<file path="config.mk">
export PLATFORM = sky130hd
export DESIGN_NAME = rr_arbiter_4x1_flat
export DESIGN_NICKNAME = d
export VERILOG_FILES = /design/src/rtl/rr_arbiter_4x1_pkg.sv /design/src/rtl/rr_arbiter_4x1_if.sv /design/src/rtl/rr_arbiter_4x1_mux.sv /design/src/rtl/rr_arbiter_4x1.sv /design/src/flat_wrapper.sv
export SDC_FILE = /design/constraint.sdc
export NUM_CORES = 1
export LEC_CHECK = 0
export BUFFER_PORTS_ARGS = -buffer_cell sky130_fd_sc_hd__buf_2
export CAP_MARGIN = 0
export CORE_AREA = 2 2 40 42
export CTS_BUF_LIST = sky130_fd_sc_hd__clkbuf_8
export CTS_CLUSTER_SIZE = 12
export DETAILED_ROUTE_END_ITERATION = 8
export DIE_AREA = 0 0 42 44
export GPL_TIMING_DRIVEN = 0
export MAX_ROUTING_LAYER = met4
export PLACE_DENSITY = 0.84
export SLEW_MARGIN = 20
export SYNTH_ARGS = -nofsm -noshare
export SYNTH_HDL_FRONTEND = slang
export SYNTH_SLANG_ARGS = --single-unit
</file>
<file path="constraint.sdc">
create_clock -name clk -period 2.85 [get_ports clk]
set_clock_uncertainty 0.2 [all_clocks]
set_input_delay 0.1425 -clock clk [delete_from_list [all_inputs] [get_ports clk]]
set_output_delay 0.1425 -clock clk [all_outputs]
set_load 0.05 [all_outputs]
</file>
<file path="src/rtl/rr_arbiter_4x1_pkg.sv">
// Shared types, sizes and round-robin search helper
// for the 4-way arbiter slice.
package arb_pkg;

    localparam int N_REQ = 4;
    localparam int SEL_W = 2;

    typedef logic [0:0] state_t;
    localparam state_t IDLE  = 1'b0;
    localparam state_t GRANT = 1'b1;

    // Nearest set bit after 'from', wrapping; 'from' itself ranks last.
    function automatic logic [SEL_W-1:0] next_rr(
        input logic [N_REQ-1:0] req,
        input logic [SEL_W-1:0] from
    );
        logic [SEL_W-1:0] idx;
        next_rr = from;
        for (int i = N_REQ; i >= 1; i--) begin
            idx = from + SEL_W'(i);
            if (req[idx]) next_rr = idx;
        end
    endfunction

endpackage

</file>
<file path="src/rtl/rr_arbiter_4x1_if.sv">
// Request/data in, grant/select/data out bundle
// between requesters and the arbiter.
interface rr_arbiter_4x1_if;
    import arb_pkg::*;

    logic [N_REQ-1:0] req;
    logic [N_REQ-1:0] y;
    logic [N_REQ-1:0] gnt;
    logic [SEL_W-1:0] sel;
    logic             valid;
    logic             out;

    modport master (
        output req, y,
        input  gnt, sel, valid, out
    );

    modport slave (
        input  req, y,
        output gnt, sel, valid, out
    );

endinterface

</file>
<file path="src/rtl/rr_arbiter_4x1_mux.sv">
// Dataflow 4:1 bit mux shared by the four requesters.
// Purely combinational; the arbiter drives its select.
module mux_4x1
    import arb_pkg::*;
(
    input  logic [N_REQ-1:0] y,
    input  logic [SEL_W-1:0] sel,
    output logic             out
);

    assign out = y[sel];

endmodule

</file>
<file path="src/rtl/rr_arbiter_4x1.sv">
// Round-robin arbiter with bounded tenure, sequencing
// a shared 4:1 mux.
module rr_arbiter_4x1
    import arb_pkg::*;
#(
    parameter int MAX_HOLD = 8
) (
    input  logic             clk,
    input  logic             rst_n,
    rr_arbiter_4x1_if.slave  bus
);

    localparam int HW = (MAX_HOLD > 1) ? $clog2(MAX_HOLD) : 1;
    localparam logic [HW-1:0] HOLD_LIM = HW'(MAX_HOLD - 1);

    state_t           state;
    logic [SEL_W-1:0] last;
    logic [SEL_W-1:0] sel_q;
    logic [N_REQ-1:0] gnt_q;
    logic             valid_q;
    logic [HW-1:0]    hold_cnt;

    logic             own_req;
    logic             at_limit;
    logic             others;
    logic [SEL_W-1:0] win;
    logic             mux_out;

    assign own_req  = bus.req[sel_q];
    assign at_limit = (hold_cnt == HOLD_LIM);
    assign others   = |(bus.req & ~gnt_q);
    // In GRANT, last always equals sel, so one search serves both states.
    assign win      = next_rr(bus.req, last);

    always_ff @(posedge clk) begin
        if (!rst_n) begin
            state    <= IDLE;
            gnt_q    <= '0;
            sel_q    <= '0;
            valid_q  <= 1'b0;
            last     <= SEL_W'(N_REQ - 1);
            hold_cnt <= '0;
        end else if (state == IDLE) begin
            if (|bus.req) begin
                state    <= GRANT;
                gnt_q    <= N_REQ'(1) << win;
                sel_q    <= win;
                last     <= win;
                valid_q  <= 1'b1;
                hold_cnt <= '0;
            end
        end else begin
            priority case (1'b1)
                own_req && !at_limit: begin
                    hold_cnt <= hold_cnt + HW'(1);
                end
                others: begin
                    gnt_q    <= N_REQ'(1) << win;
                    sel_q    <= win;
                    last     <= win;
                    hold_cnt <= '0;
                end
                own_req: begin
                    hold_cnt <= '0;
                end
                default: begin
                    state    <= IDLE;
                    gnt_q    <= '0;
                    valid_q  <= 1'b0;
                    hold_cnt <= '0;
                end
            endcase
        end
    end

    mux_4x1 u_mux (
        .y   (bus.y),
        .sel (sel_q),
        .out (mux_out)
    );

    assign bus.gnt   = gnt_q;
    assign bus.sel   = sel_q;
    assign bus.valid = valid_q;
    assign bus.out   = mux_out & valid_q;

endmodule
</file>
<file path="src/flat_wrapper.sv">
// flat-port wrapper written by rule: the top's interface ports become plain ports
module rr_arbiter_4x1_flat import arb_pkg::*;
#(
    parameter int MAX_HOLD = 8
)
  (clk, rst_n, bus_req, bus_y, bus_gnt, bus_sel, bus_valid, bus_out);
  rr_arbiter_4x1_if bus_i ();
  input  logic clk;
  input  logic rst_n;
  input wire logic [$bits(bus_i.req)-1:0] bus_req;
  input wire logic [$bits(bus_i.y)-1:0] bus_y;
  output wire logic [$bits(bus_i.gnt)-1:0] bus_gnt;
  output wire logic [$bits(bus_i.sel)-1:0] bus_sel;
  output wire logic [$bits(bus_i.valid)-1:0] bus_valid;
  output wire logic [$bits(bus_i.out)-1:0] bus_out;
  assign bus_i.req = bus_req;
  assign bus_i.y = bus_y;
  assign bus_gnt = bus_i.gnt;
  assign bus_sel = bus_i.sel;
  assign bus_valid = bus_i.valid;
  assign bus_out = bus_i.out;
  rr_arbiter_4x1 #(.MAX_HOLD(MAX_HOLD)) u_core (.clk(clk), .rst_n(rst_n), .bus(bus_i));
endmodule
</file>
==> results of run 1 <==
## worst max path at each step
stage                 startpoint             end  cells after the start
6_report       u_core.bus.sel[0]         bus_out                      3
5_1_grt        u_core.bus.sel[0]         bus_out                      3
4_1_cts        u_core.bus.sel[0]         bus_out                      3
3_5_place_dp   u_core.bus.sel[1]  u_core.last[0]                      5
3_3_place_gp   u_core.bus.sel[1]  u_core.last[0]                      5
2_1_floorplan  u_core.bus.sel[1]  u_core.last[0]                      5
## kinds of logic after synthesis
group | Yosys count
AND/OR/NAND/NOR | 36
flip-flops | 13
multiplexers | 7
buffers and inverters | 3
adder cells (fa/ha/maj) | 2
AO/OA/AOI/OAI | 20
## power breakdown
group | switching, mW | internal (mW)
Clock | 0.0746 | 0.0969
Combinational | 0.149 | 0.0862
Sequential | 0.0285 | 0.209
Total | 0.252 | 0.392
## layer usage
metal  up-vias  global-route usage [%]
met1       332                    26.6
met2        21                    32.2
met5         -                       -
met3         4                    4.17
met4         0                    11.6
li1        342                       -
## flip-flops by register name (all words and copies together), names as in the netlist
name	cells
u_core.hold_cnt	3
u_core.last	2
u_core.state	1
u_core.bus.sel	2
u_core.bus.valid	1
u_core.bus.gnt	4
## Yosys cell counts, types with 2 or more instances
master | number | share of area [%]
o211a_1 | 2 | 2.6
a22oi_1 | 2 | 1.9
mux2i_1 | 5 | 6.4
clkbuf_1 | 2 | 0.96
nor3_1 | 2 | 1.3
nor2_1 | 3 | 1.4
o2bb2ai_1 | 4 | 4.5
nand2b_1 | 3 | 2.4
nand2_1 | 7 | 3.4
ha_1 | 2 | 3.2
a21oi_1 | 4 | 2.6
dfxtp_1 | 13 | 33
nor2b_1 | 7 | 5.6
## through the flow
step           instance area [sq um]  utilization (%)  std cells  hold WS, ns
5_1_grt                          935             65.9        118       0.0346
4_1_cts                          935             65.9        118       0.0268
6_report                         935             65.9        118       0.0240
2_1_floorplan                    783                -         81        0.143
3_5_place_dp                     888             62.6        114        0.274
3_3_place_gp                     888             62.6        114        0.268
## worst max-delay path: stages, from the launching register on
cell and delay (ns):
dfxtp_1 0.44, mux4_1 0.57, and2_1 0.16, buf_2 0.20
## cell type report
type / count / area [sq um]
clock buffers: 3 / 41.3
fillers: 108 / 484
flip-flops and latches: 13 / 260
inverters: 1 / 3.75
multi-input cells: 65 / 512
well taps: 16 / 20.0
clock inverters: 1 / 5.00
plain buffers: 2 / 7.51
repair buffers: 17 / 85.1
==> qor.txt, run 1 <==
R2R Path Start -> u_core.bus.sel[1]
share of cells above drive strength 1 -> 29.4%
worst reg2reg setup slack -> 0.90 ns
Post-CTS Setup Bufs -> 0
sequential area share after synthesis -> 33.2%
met3 wire len -> 69 microns
Hold Startpoint -> rst_n
Row Count -> 14
vias post-DR -> 699
Max-Cap Viols -> 0
Synth Register Bits -> 13
CP endpoint kind -> primary output
Syn Nets -> 93
worst r2r path cells -> 5
initial antenna violation count -> 0
fraction of registers with async set/reset -> 0%
DRT met1 WL -> 802 microns
mux cell area share after synthesis -> 11.7%
initial core utilization -> 55.2%
area growth from synthesis to layout -> 19.3%
Root Buffer -> clkbuf_8
Synth Area in Simple Gates -> 31.2%
crit-path max FO -> 6
htree depth -> 1
most common cell after layout, fill and taps aside -> buf_2
Global Route Usage Sum -> 21.2%
io pins -> 18
DRC viols -> 0
GRT overflow -> 0
worst vdd ir -> 0.415 mV
endpoints failing setup -> 0
port bufs -> 17
post-synthesis compound-gate area fraction -> 19.3%
most frequent cells in the layout -> 17 x buf_2, 13 x dfxtp_1, 7 x nand2_1, 7 x nor2b_1, 5 x mux2i_1
PwrDens -> 689 mW/mm^2
CTS Buffer Depth -> 2
Slew @ Worst Pin -> 0.411 ns
vias in the first global route -> 623
routed len/inst -> 14.6 microns
RSZ-0062 raised after global routing -> no
post-synthesis adder-cell area fraction -> 3.19%
CTS tree -> yes
Final Hold Viols -> 0
clk_lat worst skew -> 0.25 ns
mapped cell area -> 783 sq um
Period Utilization, post-route -> 69.1%
Core ar. -> 0.00142 sq mm
FMAX -> 508 MHz
largest net degree at the start of global routing -> 11
Hold EP -> u_core.last[0]
Inserted Clock Buffers -> 3
number of synthesized flops with an enable pin -> 0
hold buffers post-CTS -> 0
leak pwr -> 0.429 nW
Die Ht -> 44 microns
DRT antenna net count -> 0
CP Class -> reg -> out
Nets -> 115
max_slew headroom -> 72.4%
largest family of logic cells by synthesized area -> simple AND/OR/NAND/NOR gates
initial drt markers -> 16
met2 routed WL -> 817 microns
Post-Syn Area per Cell -> 9.67 sq um
pre-CTS WS -> 0.915 ns
Slew Limit Fails -> 0
DPL Wire Length -> 1270 microns
reg2reg end -> u_core.last[0]
worst hold path depth -> 3
Final min period -> 1.97 ns
Hold/Removal Path Class -> in -> reg
CP arrival -> 1.63 ns
cells after synthesis -> 81
crit start category -> register
post-cts resize count -> 0
Setup WS post-layout -> 0.880 ns
Reg clk slew, reported paths -> 0.06 ns
die width -> 42 microns
Unique masters post-synth -> 38
Pre-antenna DRT Iters -> 4
XOR/XNOR Fraction of Synth Area -> 0%
WP data required -> 2.51 ns
YS warnings -> 0
outcome -> completed
final wirelength -> 1720 microns
number of inserted diodes -> 0
DR top layer -> met4
Total Power -> 0.644 mW
die area -> 0.00185 sq mm
drt via density -> 5.92
setup TNS -> 0 ns
global-route wire length before repair -> 2770 microns
final RePlAce weighted congestion -> 0.809
CTS Sinks -> 13
Most used DFF post-synth -> dfxtp_1
Power figures use the tool's default switching activity.
==> run 2: changes to the inputs <==
--- a/config.mk
+++ b/config.mk
@@ -5,16 +5,17 @@
 export SDC_FILE = /design/constraint.sdc
 export NUM_CORES = 1
 export LEC_CHECK = 0
+export ABC_AREA = 1
 export BUFFER_PORTS_ARGS = -buffer_cell sky130_fd_sc_hd__buf_2
 export CAP_MARGIN = 0
-export CORE_AREA = 2 2 40 42
+export CORE_AREA = 2 2 46 48
 export CTS_BUF_LIST = sky130_fd_sc_hd__clkbuf_8
 export CTS_CLUSTER_SIZE = 12
 export DETAILED_ROUTE_END_ITERATION = 8
-export DIE_AREA = 0 0 42 44
+export DIE_AREA = 0 0 48 50
 export GPL_TIMING_DRIVEN = 0
 export MAX_ROUTING_LAYER = met4
-export PLACE_DENSITY = 0.84
+export PLACE_DENSITY = 0.77
 export SLEW_MARGIN = 20
 export SYNTH_ARGS = -nofsm -noshare
 export SYNTH_HDL_FRONTEND = slang
==> constraint.sdc (replaced) <==
create_clock -name clk -period 1.6 [get_ports clk]
set_clock_uncertainty 0.2 [all_clocks]
set_input_delay 0.08 -clock clk [delete_from_list [all_inputs] [get_ports clk]]
set_output_delay 0.08 -clock clk [all_outputs]
set_load 0.05 [all_outputs]
==> qor.txt, run 2 <==
outcome -> finished, violations left
failing checks -> negative setup slack
GRT overflow -> 0 (unchanged)
FMAX -> 616 MHz
crit-path cells -> buf_8 > nand2_2 > nand2_1 > nand2_1 > nand2_2 > nand2_2 > nand2_2 > nand2_4 > nand3_4 > nor2_4 > nor2_2 > nor2_2
Max-Cap Viols -> 0 (unchanged)
initial core utilization -> 48.7% (-6.5 points)
Yosys top cell by area -> dfxtp_1
Slew @ Worst Pin -> 0.293 ns (-0.118 ns)
Global Route Usage Sum -> 19.9% (-1.3 points)
most frequent cells in the layout -> 38 x nand2_1, 19 x nand2_2, 16 x buf_2
placed cell area -> 0.00107 sq mm (+21%)
Layout fillers -> 161 (+49%)
final wirelength -> 2420 microns (+40%)
slowest CP cell -> dfxtp_4
largest net degree at the start of global routing -> 11 (unchanged)
initial drt markers -> 30 (+14)
count leader, synth -> nand2_1
DPL Wire Length -> 1510 microns (+19%)
Die Ht -> 50 microns (+14%)
DRT antenna net count -> 0 (unchanged)
Synth top cells by count -> 56 x nand2_1, 16 x inv_1, 13 x dfxtp_1
YS warnings -> 0 (unchanged)
Most used DFF post-synth -> dfxtp_1
most used cell, CP -> nand2_2
Reg clk slew, reported paths -> 0.06 ns (about the same)
Pre-antenna DRT Iters -> 4 (unchanged)
cells after synthesis -> 145 (+79%)
fraction of registers with async set/reset -> 0% (unchanged)
sequential area share after synthesis -> 28.1% (-5.2 points)
Final min period -> 1.62 ns
RSZ-0062 raised after global routing -> yes
CP endpoint kind -> register
Final Hold Viols -> 0 (unchanged)
Setup WS post-layout -> -0.0229 ns (-0.903 ns)
CP Class -> reg -> reg
number of synthesized flops with an enable pin -> 0 (unchanged)
vias in the first global route -> 780 (+25%)
htree depth -> 1 (unchanged)
Slew Limit Fails -> 0 (unchanged)
most common cell after layout, fill and taps aside -> nand2_1
pre-CTS WS -> -0.0638 ns (-0.979 ns)
crit start category -> register
CTS Buffer Depth -> 2 (unchanged)
Synth Register Bits -> 13 (unchanged)
Layout Cells excl Fill -> 197 (+67%)
leak pwr -> 0.637 nW (+48%)
WP data required -> 1.58 ns (-0.93 ns)
post-synth top area share -> 28.1% (-5.2 points)
global-route wire length before repair -> 3260 microns (+18%)
Unique masters post-synth -> 23 (-39%)
area growth from synthesis to layout -> 38.9%
routed len/inst -> 12.3 microns (-16%)
Syn Nets -> 157 (+69%)
Post-Syn Area per Cell -> 6.39 sq um (-34%)
Root Buffer -> clkbuf_8
Nets -> 183 (+59%)
die width -> 48 microns (+14%)
setup TNS -> -0.0563 ns (-0.0563 ns)
Design Area, Final -> 0.00129 sq mm (+38%)
Row Count -> 16 (+2)
PwrDens -> 2210 mW/mm^2 (+220%)
drt via density -> 5.24 (-11%)
DRC viols -> 0 (unchanged)
crit-path max FO -> 5 (-1)
CTS Sinks -> 13 (unchanged)
Period Utilization, post-route -> 101%
number of inserted diodes -> 0 (unchanged)
max_slew headroom -> 80.3% (+8.0 points)
initial antenna violation count -> 0 (unchanged)
clk_lat worst skew -> 0.25 ns (about the same)
port bufs -> 17 (unchanged)
CTS tree -> yes
Inserted Clock Buffers -> 3 (unchanged)
CP arrival -> 1.60 ns (-0.03 ns)
mapped cell area -> 927 sq um (+18%)
Total Power -> 2.85 mW (+340%)
Hold/Removal Path Class -> in -> reg
placed cells -> 189 (+66%)
die area -> 0.00240 sq mm (+30%)
endpoints failing setup -> 3 (+3)
CP max stage delay -> 0.37 ns (-0.20 ns)
vias post-DR -> 1033 (+48%)
synth top area cells -> dfxtp_1 28%, nand2_1 23%, inv_1 6.5%, nand3_2 5.4%, a21oi_1 4.9%
share of cells above drive strength 1 -> 48.8% (+19 points)
max reg flops -> 4 (unchanged)
Core ar. -> 0.00190 sq mm (+34%)
worst vdd ir -> 1.37 mV (+230%)
final RePlAce weighted congestion -> 0.808 (about the same)
io pins -> 18 (unchanged)
[run 2: changes by cell type after synthesis, sizes merged, moves of 5 or more]
cell,delta
inv,+19
mux2i,-5
nand2,+56
nand3,+9
nor2,+11
nor2b,-9
o21ai,+5
[run 2: metrics by stage]
| step | hold slack (ns) | utilization [%] |
|---|---|---|
| detailed placement | 0.141 | 56.4 |
| global placement | 0.139 | 56.4 |
| global route | 0.160 | 67.7 |
| CTS | 0.107 | 59.9 |
| finish | 0.127 | 67.7 |
| floorplan | -0.0214 | - |
[run 2: path summary, 6_finish.rpt]
check	startpoint	to	slack [ns]	cells after the start
worst max-delay path	u_core.last[0]	u_core.bus.gnt[1]	-0.02	12
worst min-delay path	bus_req[3]	u_core.hold_cnt[0]	0.13	4
worst max register to register	u_core.last[0]	u_core.bus.gnt[1]	-0.02	12
worst min register to register	u_core.hold_cnt[1]	u_core.hold_cnt[1]	0.27	2
[run 2: critical path: cells and delay by family, from the launching register on]
family                 cells  cell delay [ns]
buffers and inverters      1             0.14
DFF                        1             0.37
and+or+nand+nor           11             0.83
[run 2: final cells by class]
class | instances | area, sq um | area share (%)
well taps | 27 | 33.8 | 2.62
inverters | 21 | 83.8 | 6.51
clock buffers | 3 | 41.3 | 3.21
clock inverters | 1 | 3.75 | 0.292
plain buffers | 1 | 15.0 | 1.17
repair buffers | 21 | 128 | 9.91
flip-flops and latches | 13 | 289 | 22.4
multi-input cells | 110 | 693 | 53.8
[run 2: routing by layer]
layer | vias up | track usage [%] | part of all wire, % | wire length [microns]
li1 | 509 | - | - | -
met1 | 467 | 23.4 | 44 | 1050
met2 | 45 | 29.1 | 46 | 1110
met3 | 12 | 7.69 | 6.9 | 166
met4 | 0 | 9.46 | 3.8 | 92
met5 | - | - | 0 | 0
[run 2: where the power goes]
group | switching (mW) | leakage (nW) | internal [mW] | total, mW
Combinational | 1.26 | 0.499 | 0.658 | 1.92
Clock | 0.124 | 0.0269 | 0.170 | 0.294
Sequential | 0.139 | 0.111 | 0.492 | 0.631
Total | 1.53 | 0.637 | 1.32 | 2.85
[run 2: cell families (layout without fill, tap and decap cells)]
| family | after synthesis | count (layout) | share of synthesized area, % |
|---|---|---|---|
| flip-flops | 13 | 13 | 28.1 |
| adder cells (fa/ha/maj) | 2 | 2 | 2.70 |
| buffers and inverters | 22 | 47 | 9.72 |
| AO/OA/AOI/OAI | 19 | 19 | 12.1 |
| AND/OR/NAND/NOR | 89 | 89 | 47.4 |
[run 2: timing repair]
action | in CTS | in global routing
buffers inserted | 1 | 1
gates resized for setup | 3 | 44
cloned | 0 | 1
hold buffers | 1 | 0
setup endpoints to repair | 4 | 10
endpoints found under the hold margin | 4 | 0
pin swaps | 1 | 15
==> run 3: changes to the inputs <==
--- a/config.mk
+++ b/config.mk
@@ -8,14 +8,13 @@
 export ABC_AREA = 1
 export BUFFER_PORTS_ARGS = -buffer_cell sky130_fd_sc_hd__buf_2
 export CAP_MARGIN = 0
-export CORE_AREA = 2 2 46 48
-export CTS_BUF_LIST = sky130_fd_sc_hd__clkbuf_8
+export CORE_AREA = 2 2 47 49
 export CTS_CLUSTER_SIZE = 12
 export DETAILED_ROUTE_END_ITERATION = 8
-export DIE_AREA = 0 0 48 50
+export DIE_AREA = 0 0 49 51
 export GPL_TIMING_DRIVEN = 0
 export MAX_ROUTING_LAYER = met4
-export PLACE_DENSITY = 0.77
+export PLACE_DENSITY = 0.74
 export SLEW_MARGIN = 20
 export SYNTH_ARGS = -nofsm -noshare
 export SYNTH_HDL_FRONTEND = slang
==> qor.txt, run 3 (same netlist as run 2, synthesis figures left out) <==
outcome -> finished, violations left
failing checks -> negative setup slack
largest net degree at the start of global routing -> 11 (unchanged)
Seq pwr share -> 22.2% (about the same)
Global Route Usage Sum -> 19.8% (-0.11 points)
Core ar. -> 0.00206 sq mm (+8.5%)
vias post-DR -> 1049 (+1.5%)
slowest CP cell -> dfxtp_4
CTS tree -> yes
leak pwr -> 0.660 nW (+3.6%)
placed cells -> 190 (+0.53%)
crit-path cells -> buf_8 > nand2_4 > nand2_4 > nand2_1 > nand2_1 > nand2_2 > nand3_2 > nand3_4 > nor2_4 > nor2_2 > nor2_2
GRT overflow -> 0 (unchanged)
DPL Wire Length -> 1650 microns (+8.7%)
DRT antenna net count -> 0 (unchanged)
die area -> 0.00250 sq mm (+4.1%)
CTS Sinks -> 13 (unchanged)
die width -> 49 microns (+2.1%)
htree depth -> 1 (unchanged)
CP endpoint kind -> register
worst r2r path cells -> 11 (-1)
Max-Cap Viols -> 0 (unchanged)
CP Class -> reg -> reg
final wirelength -> 2490 microns (+2.7%)
CP max stage delay -> 0.38 ns (about the same)
crit-path max FO -> 5 (unchanged)
share of total power in the clock network -> 7.2% (-3.1 points)
part of the power in combinational logic -> 70.6% (+3.1 points)
number of inserted diodes -> 0 (unchanged)
max reg flops -> 4 (unchanged)
NetSw -> 1.58 mW (+3.5%)
RSZ-0062 raised after global routing -> yes
Pint -> 1.36 mW (+3.4%)
worst hold path depth -> 4 (unchanged)
Reg clk slew, reported paths -> 0.08 ns (+0.02 ns)
final RePlAce weighted congestion -> 0.824 (+2.0%)
Setup WS post-layout -> -0.00464 ns (+0.0182 ns)
initial core utilization -> 44.9% (-3.8 points)
WP data required -> 1.58 ns (about the same)
Slew @ Worst Pin -> 0.339 ns (+0.0458 ns)
CTS Buffer Depth -> 2 (unchanged)
PwrDens -> 2180 mW/mm^2 (-1.5%)
Pre-antenna DRT Iters -> 4 (unchanged)
initial antenna violation count -> 0 (unchanged)
Design Area, Final -> 0.00135 sq mm (+5.1%)
Layout Cells excl Fill -> 203 (+3.0%)
drt via density -> 5.17 (-1.5%)
port bufs -> 17 (unchanged)
kind of cell adding the most delay to the critical path -> simple AND/OR/NAND/NOR gates
worst vdd ir -> 1.26 mV (-8.4%)
crit start category -> register
Die Ht -> 51 microns (+2.0%)
global-route wire length before repair -> 3720 microns (+14%)
most frequent cells in the layout -> 36 x nand2_1, 20 x nand2_2, 16 x buf_2
Nets -> 188 (+2.7%)
vias in the first global route -> 869 (+11%)
clk_lat worst skew -> 0.29 ns (+0.04 ns)
area growth from synthesis to layout -> 45.9%
CP Buf/Inv Count -> 1 (unchanged)
FMAX -> 623 MHz (+1.1%)
Row Count -> 17 (+1)
worst reg2reg setup slack -> -0.005 ns (+0.02 ns)
endpoints failing setup -> 1 (-2)
initial drt markers -> 25 (-17%)
instance count on the critical path -> 11 (-1)
switching share of power -> 53.6% (about the same)
pre-CTS WS -> -0.0865 ns (-0.0227 ns)
Hold/Removal Path Class -> in -> reg
Slew Limit Fails -> 0 (unchanged)
share of cells above drive strength 1 -> 53.1% (+4.3 points)
Final min period -> 1.60 ns (-0.0182 ns)
Inserted Clock Buffers -> 3 (unchanged)
Period Utilization, post-route -> 100% (-1.1 points)
most common cell after layout, fill and taps aside -> nand2_1
Final Hold Viols -> 0 (unchanged)
Root Buffer -> clkbuf_4
routed len/inst -> 12.2 microns (-0.31%)
placed cell area -> 0.00107 sq mm (+0.12%)
DRC viols -> 0 (unchanged)
max_slew headroom -> 77.2% (-3.1 points)
CP arrival -> 1.59 ns (about the same)
io pins -> 18 (unchanged)
==> run 3: tightest hold or removal path: cells and delay by family <==
kind	cells	cell delay, ns
compound gates	1	0.12
buf+inv	1	0.15
simple gates	2	0.21
==> run 3: final timing paths <==
| check | startpoint | to |
|---|---|---|
| max | u_core.last[0] | u_core.bus.gnt[1] |
| min | bus_req[3] | u_core.hold_cnt[0] |
| max reg2reg | u_core.last[0] | u_core.bus.gnt[1] |
| min reg2reg | u_core.hold_cnt[0] | u_core.hold_cnt[0] |
==> run 3: metal layers <==
metal / share of wire (%) / global-route usage [%]
met5: 0 / -
met4: 2.0 / 10.0
met3: 6.2 / 2.05
met2: 50 / 32.6
met1: 42 / 24.4
==> run 3: timing repair <==
| item | 4_1_cts | 5_1_grt |
|---|---|---|
| setup endpoints to repair | 8 | 13 |
| gates cloned | 0 | 1 |
| pin swaps | 1 | 13 |
| endpoints found under the hold margin | 6 | 0 |
| resized for setup | 5 | 52 |
| setup buffers | 1 | 6 |
| hold buffers | 1 | 0 |
==> run 3: area by class of cell <==
class / instances / area (sq um)
buffer: 1 / 15.0
sequential: 13 / 295
tap: 28 / 35.0
multi-input combinational: 110 / 716
fill: 189 / 711
inverter: 21 / 86.3
clock buffer: 4 / 26.3
timing repair buffer: 26 / 179
==> run 3: power by group through the flow <==
stage | Combinational, mW | Clock, mW | Sequential [mW]
global route | 2.25 | 0.229 | 0.669
detailed placement | 1.48 | 0 | 0.602
finish | 2.08 | 0.213 | 0.653
floorplan | 0.953 | 0 | 0.842
CTS | 1.54 | 0.218 | 0.599
global placement | 1.44 | 0 | 0.594
==> run 3: through the flow <==
| stage | hold WS (ns) | util [%] | power, mW | TNS [ns] |
|---|---|---|---|---|
| after CTS | 0.0814 | 54.8 | 2.35 | 0 |
| final | 0.115 | 65.6 | 2.94 | -0.00464 |
| after detailed placement | 0.143 | 52.0 | 2.08 | -0.123 |
| after global routing | 0.181 | 65.6 | 3.15 | -0.501 |
| after floorplan | -0.0214 | - | 1.80 | 0 |
| after global placement | 0.145 | 52.0 | 2.04 | -0.0405 |
